$ cat config.mk
export PLATFORM = sky130hd
export DESIGN_NAME = spi_wb_master
export DESIGN_NICKNAME = d
export VERILOG_FILES = /design/src/rtl/spi_wb_master.sv
export SDC_FILE = /design/constraint.sdc
export NUM_CORES = 1
export LEC_CHECK = 0
export ABC_AREA = 0
export CORE_MARGIN = 8
export CORE_UTILIZATION = 52
export DETAILED_ROUTE_END_ITERATION = 7
export GPL_ROUTABILITY_DRIVEN = 0
export HOLD_SLACK_MARGIN = 0.12
export PLACE_DENSITY_LB_ADDON = 0.3
export SLEW_MARGIN = 20
export SYNTH_ARGS = -nofsm -noshare
export SYNTH_HDL_FRONTEND = slang
export SYNTH_SLANG_ARGS = --single-unit
$ cat constraint.sdc
create_clock -name wb_clk -period 2.4 [get_ports wb_clk]
set_input_delay 0.48 -clock wb_clk [delete_from_list [all_inputs] [get_ports wb_clk]]
set_output_delay 0.48 -clock wb_clk [all_outputs]
set_load 0.01 [all_outputs]
$ cat src/rtl/spi_wb_master.sv
// SPI slave (mode 0, 32-bit frames) that issues one 16-bit Wishbone read or write per frame.
// Optional ack timeout and sticky err flag are built when SPI_WB_TIMEOUT_EN is defined.
module spi_wb_master #(
  parameter int ADRBITS = 15,
  parameter int TMO     = 15
) (
  input  logic               wb_clk,
  input  logic               wb_rst,
  input  logic               spi_sck,
  input  logic               spi_cs_n,
  input  logic               spi_mosi,
  output logic               spi_miso,
  output logic [ADRBITS-1:0] wb_adr,
  output logic [15:0]        wb_dat_o,
  input  logic [15:0]        wb_dat_i,
  output logic               wb_we,
  output logic               wb_cyc,
  output logic               wb_stb,
  input  logic               wb_ack,
  output logic               err
);

  typedef enum logic [2:0] {IDLE, HDR, WRDATA, RDREQ, RDDATA, WBWR, WAITCS} state_t;

  state_t       state, state_nxt;
  logic [2:0]   sck_sync, cs_sync;
  logic [1:0]   mosi_sync;
  logic [5:0]   bit_cnt;
  logic [29:0]  shift_in;
  logic [15:0]  miso_sr;
  logic         miso_q;

  logic         sck_rise, sck_fall, cs_fall, cs_on, mosi_s;
  logic         bit_rise, hdr_done, frame_done, rd_go, wr_go, wb_end, tmo_hit;
  logic [14:0]  hdr_adr;

  // Synchronisers: index 1 is the usable copy, index 2 the one-cycle-old copy for edge detection
  always_ff @(posedge wb_clk or negedge wb_rst) begin
    if (!wb_rst) begin
      sck_sync  <= '0;
      cs_sync   <= '0;
      mosi_sync <= '0;
    end else begin
      sck_sync  <= {sck_sync[1:0], spi_sck};
      cs_sync   <= {cs_sync[1:0], spi_cs_n};
      mosi_sync <= {mosi_sync[0], spi_mosi};
    end
  end

  assign sck_rise   = sck_sync[1] & ~sck_sync[2];
  assign sck_fall   = ~sck_sync[1] & sck_sync[2];
  assign cs_fall    = ~cs_sync[1] & cs_sync[2];
  assign cs_on      = ~cs_sync[1];
  assign mosi_s     = mosi_sync[1];

  assign bit_rise   = sck_rise & cs_on & (bit_cnt != 6'd32);
  assign hdr_adr    = {shift_in[13:0], mosi_s};
  assign hdr_done   = (state == HDR) & bit_rise & (bit_cnt == 6'd15);
  assign frame_done = bit_rise & (bit_cnt == 6'd31);
  // At the 16th edge the write flag sits in shift_in[14]; at the 32nd the header sits in [29:15]
  assign rd_go      = hdr_done & ~shift_in[14];
  assign wr_go      = (state == WRDATA) & frame_done;
  assign wb_end     = wb_stb & (wb_ack | tmo_hit);

  always_ff @(posedge wb_clk or negedge wb_rst) begin
    if (!wb_rst) state <= IDLE;
    else         state <= state_nxt;
  end

  always_comb begin
    state_nxt = state;
    case (state)
      IDLE:    if (cs_fall) state_nxt = HDR;
      HDR:     if (!cs_on) state_nxt = IDLE;
               else if (hdr_done) state_nxt = shift_in[14] ? WRDATA : RDREQ;
      WRDATA:  if (!cs_on) state_nxt = IDLE;
               else if (frame_done) state_nxt = WBWR;
      RDREQ:   if (wb_end) state_nxt = RDDATA;
      RDDATA:  if (!cs_on) state_nxt = IDLE;
               else if (frame_done) state_nxt = WAITCS;
      WBWR:    if (wb_end) state_nxt = WAITCS;
      WAITCS:  if (!cs_on) state_nxt = IDLE;
      default: state_nxt = IDLE;
    endcase
  end

  always_ff @(posedge wb_clk or negedge wb_rst) begin
    if (!wb_rst) begin
      bit_cnt  <= '0;
      shift_in <= '0;
      wb_cyc   <= 1'b0;
      wb_stb   <= 1'b0;
      wb_we    <= 1'b0;
      wb_adr   <= '0;
      wb_dat_o <= '0;
      miso_sr  <= '0;
      miso_q   <= 1'b0;
    end else begin
      if ((state == IDLE) && cs_fall) bit_cnt <= '0;
      else if (bit_rise)              bit_cnt <= bit_cnt + 6'd1;

      if (bit_rise) shift_in <= {shift_in[28:0], mosi_s};

      if (rd_go) begin
        wb_cyc <= 1'b1;
        wb_stb <= 1'b1;
        wb_we  <= 1'b0;
        wb_adr <= hdr_adr[ADRBITS-1:0];
      end else if (wr_go) begin
        wb_cyc   <= 1'b1;
        wb_stb   <= 1'b1;
        wb_we    <= 1'b1;
        wb_adr   <= shift_in[15 +: ADRBITS];
        wb_dat_o <= {shift_in[14:0], mosi_s};
      end else if (wb_end) begin
        wb_cyc <= 1'b0;
        wb_stb <= 1'b0;
      end

      // A timed-out read returns all ones so the host can tell it from real data
      if ((state == RDREQ) && wb_end) begin
        miso_sr <= wb_ack ? wb_dat_i : 16'hFFFF;
      end else if ((state == RDDATA) && sck_fall && cs_on) begin
        miso_q  <= miso_sr[15];
        miso_sr <= {miso_sr[14:0], 1'b0};
      end

      if (state == IDLE) miso_q <= 1'b0;
    end
  end

  assign spi_miso = miso_q & ~spi_cs_n;

`ifdef SPI_WB_TIMEOUT_EN
  localparam int TW = (TMO < 2) ? 1 : $clog2(TMO);

  logic [TW-1:0] tmo_cnt;
  logic          err_q;

  assign tmo_hit = wb_stb & ~wb_ack & (tmo_cnt == TW'(TMO - 1));
  assign err     = err_q;

  always_ff @(posedge wb_clk or negedge wb_rst) begin
    if (!wb_rst) begin
      tmo_cnt <= '0;
      err_q   <= 1'b0;
    end else begin
      if (rd_go || wr_go)         tmo_cnt <= '0;
      else if (wb_stb && !tmo_hit) tmo_cnt <= tmo_cnt + 1'b1;

      if (tmo_hit)                          err_q <= 1'b1;
      else if ((state == IDLE) && cs_fall)  err_q <= 1'b0;
    end
  end
`else
  logic unused_tmo;

  assign unused_tmo = ^TMO;
  assign tmo_hit    = 1'b0;
  assign err        = 1'b0;
`endif

endmodule

==> impl_metrics.json <==
{
  "cts_tree": "done",
  "grt_overflow_total": 0,
  "synth-xor-area-share_pct": 1.26,
  "crit_path_end_kind": "output pin",
  "hp-class": "flip-flop to flip-flop",
  "cp_slowest_cell": "clkdlybuf4s50_1",
  "timing.rr.start": "state[0]",
  "yosysUniqueCellTypes": 49,
  "min_from": "sck_sync[0]",
  "ios": 58,
  "synth_area_per_cell_um2": 11.8,
  "rsz0062_at_grt": "no",
  "fin_crit_ps": 2050,
  "powerDensity_mw_per_mm2": 673,
  "synth_top_family_by_area": "simple AND/OR/NAND/NOR gates",
  "synth_area_mm2": 0.00417,
  "fill_cells": 596,
  "place_area_mm2": 0.00479,
  "critPathLaunchType": "input port",
  "fin_setup_tns_ps": 0,
  "hold_viol": 0,
  "cp_slowest_stage_delay_ps": 550,
  "post_synth_and_or_nand_nor_area_fraction_pct": 15.4,
  "die-area_mm2": 0.0111,
  "final_area_mm2": 0.00497,
  "grt_pass1_wl_mm": 13.9,
  "insertion_delay_ps": 350,
  "dpl.hpwl_mm": 5.43,
  "dieHeight_um": 106,
  "drc": 0,
  "required_ps": 1920,
  "synth-edff-count": 0,
  "skew_ps": 13.5,
  "grt_max_degree": 42,
  "maxCapViolCount": 0,
  "cts_buffer_depth": 2,
  "drtIter0Drc": 105,
  "port_buffers": 56,
  "finalCritPeriodShare_pct": 85.6,
  "cts_root_buf": "clkbuf_8",
  "vias": 2802,
  "viasPerCell": 5.45,
  "report.final.slew_viol_count": 0,
  "synthesis.nets": 376,
  "grt_use_total_pct": 15.3,
  "worstSetupStartpoint": "spi_cs_n",
  "wl_per_cell_um": 15.4,
  "synthFlopType": "dfrtp_1",
  "diodes": 0,
  "synth_compound_area_share_pct": 11.2,
  "run_status": "complete, no violations",
  "ys_seq_elements": 97,
  "cpMostUsedCell": "clkdlybuf4s50_1",
  "synth_fa_ha_area_share_pct": 0.601,
  "cts.htree.levels": 3,
  "cts_sinks": 97,
  "slew_headroom_pct": 50.7,
  "row_count": 32,
  "initial_core_util_pct": 53.9,
  "dr.pass1.iters": 4,
  "grt_antenna_before_repair": 0,
  "yosys-mux-area-fraction_pct": 9.34,
  "yosysSeqAreaShare_pct": 58.3,
  "peakVddDrop_mv": 0.347,
  "async_reset_ff_share_pct": 100,
  "yosysWarningCount": 0,
  "syn_inst": 352,
  "antenna_left": 0,
  "core_area_mm2": 0.00773,
  "wl_mm": 7.91,
  "tightest_slew_ps": 738,
  "leakagePower_uw": 0.00246,
  "dp_cells": 498,
  "setup_viol": 0,
  "path_cells": "clkdlybuf4s50_1 -> nor2b_1 -> clkdlybuf4s50_1",
  "drive_gt1_share_pct": 20.4,
  "layout.nets": 432,
  "path_class": "input port to output pin",
  "fmax_mhz": 487,
  "final_cell_count_no_fill": 514,
  "crit_fanout": 2,
  "cts_inserted_buffers": 9,
  "area_delta_synth_final_pct": 19.4,
  "clk_pin_slew_ps": 80,
  "final_core_util_pct": 64.4,
  "die_width_um": 106,
  "worstPathArrival_ps": 1570,
  "grt_pass1_vias": 2932
}
state kept, by name (all words and copies together), names as in the netlist:
| register | cells |
|---|---|
| wb_adr | 15 |
| wb_dat_o | 16 |
| shift_in | 30 |
| state | 3 |
| wb_stb | 1 |
| mosi_sync | 2 |
| wb_we | 1 |
| miso_sr | 16 |
| cs_sync | 3 |
| miso_q | 1 |
| bit_cnt | 6 |
| sck_sync | 3 |
routing by layer:
layer  share of wire (%)  track usage, %  up-vias  wire length (um)
met2                  46            23.6       58              3640
met4                 1.8            7.44        0               142
met3                 4.8            3.90       11               378
met1                  47            19.6     1392              3750
met5                   0               0        -                 0
li1                    -               -     1341                 -
synthesized netlist by cell type (all sizes together) (4+ instances only):
library cell | count | area [um2]
buf | 16 | 110
nand4 | 4 | 25.0
mux2 | 31 | 349
inv | 4 | 15.0
mux2i | 4 | 40.0
clkbuf | 7 | 36.3
xnor2 | 4 | 35.0
a22oi | 15 | 113
nor2 | 14 | 55.1
dfrtp | 97 | 2430
nand2 | 68 | 255
a21o | 13 | 100
nor3 | 5 | 36.3
a22o | 14 | 138
nor3b | 4 | 46.3
nand3 | 18 | 90.1
o21ai | 5 | 32.5
timing repair:
action                                 CTS  global route
hold buffers                             1             0
endpoints found under the hold margin   38             0
gates resized for setup                  0             0
setup buffers                            0             0
path summary, 6_finish.rpt:
check | end | slack, ps | depth (start not counted)
worst max register to register | miso_sr[1] | 490 | 5
worst max-delay path | spi_miso | 350 | 3
worst min register to register | sck_sync[1] | 360 | 0
min in group asynchronous | mosi_sync[1] | 630 | 2
worst min-delay path | sck_sync[1] | 360 | 0
max in group asynchronous | bit_cnt[3] | 1020 | 3
cell families after synthesis:
group / after synthesis
AOI/OAI and AO/OA: 57
xor gates and xnor gates: 6
adders and majority gates: 2
buffers and inverters: 27
DFF: 97
muxes: 35
other: 1
and+or+nand+nor: 127
worst max-delay path: cells and delay by family:
kind | cells | cell delay [ps]
AND/OR/NAND/NOR | 1 | 130
buffers and inverters | 2 | 970
stage by stage:
| step | total power (uW) | worst slack [ps] | hold WS [ps] |
|---|---|---|---|
| after floorplan | 2300 | 649 | 184 |
| after global placement | 2410 | 366 | 337 |
| after detailed placement | 2440 | 333 | 336 |
| after CTS | 3390 | 340 | 351 |
| after global routing | 3540 | 272 | 362 |
| final | 3350 | 345 | 356 |
power breakdown:
part           switching, uW  internal [uW]  total (uW)
logic                    204            245         448
clock network            561            384         945
registers                186           1770        1960
cells in the final DEF, fill, tap and decap left out, drive strengths merged, types with 4 or more instances in the layout:
cell type       n
a21o           13
a22oi          15
o21ai           5
clkbuf          9
nor3b           4
nor3            5
nand2          68
nor2           14
inv             7
a22o           14
buf            12
nand4           4
clkdlybuf4s50  55
dfrtp          97
nand3          18
mux2i           4
mux2           31
xnor2           4
layout make-up:
type / count / area (um2) / share of cell area [%]
sequential: 97 / 2430 / 48.8
tap: 102 / 128 / 2.57
inverter: 4 / 15.0 / 0.302
clock buffer: 9 / 124 / 2.49
clock inverter: 6 / 50.0 / 1.01
multi-input combinational: 228 / 1580 / 31.8
timing repair buffer: 68 / 651 / 13.1
(Power assumes the default switching activity.)
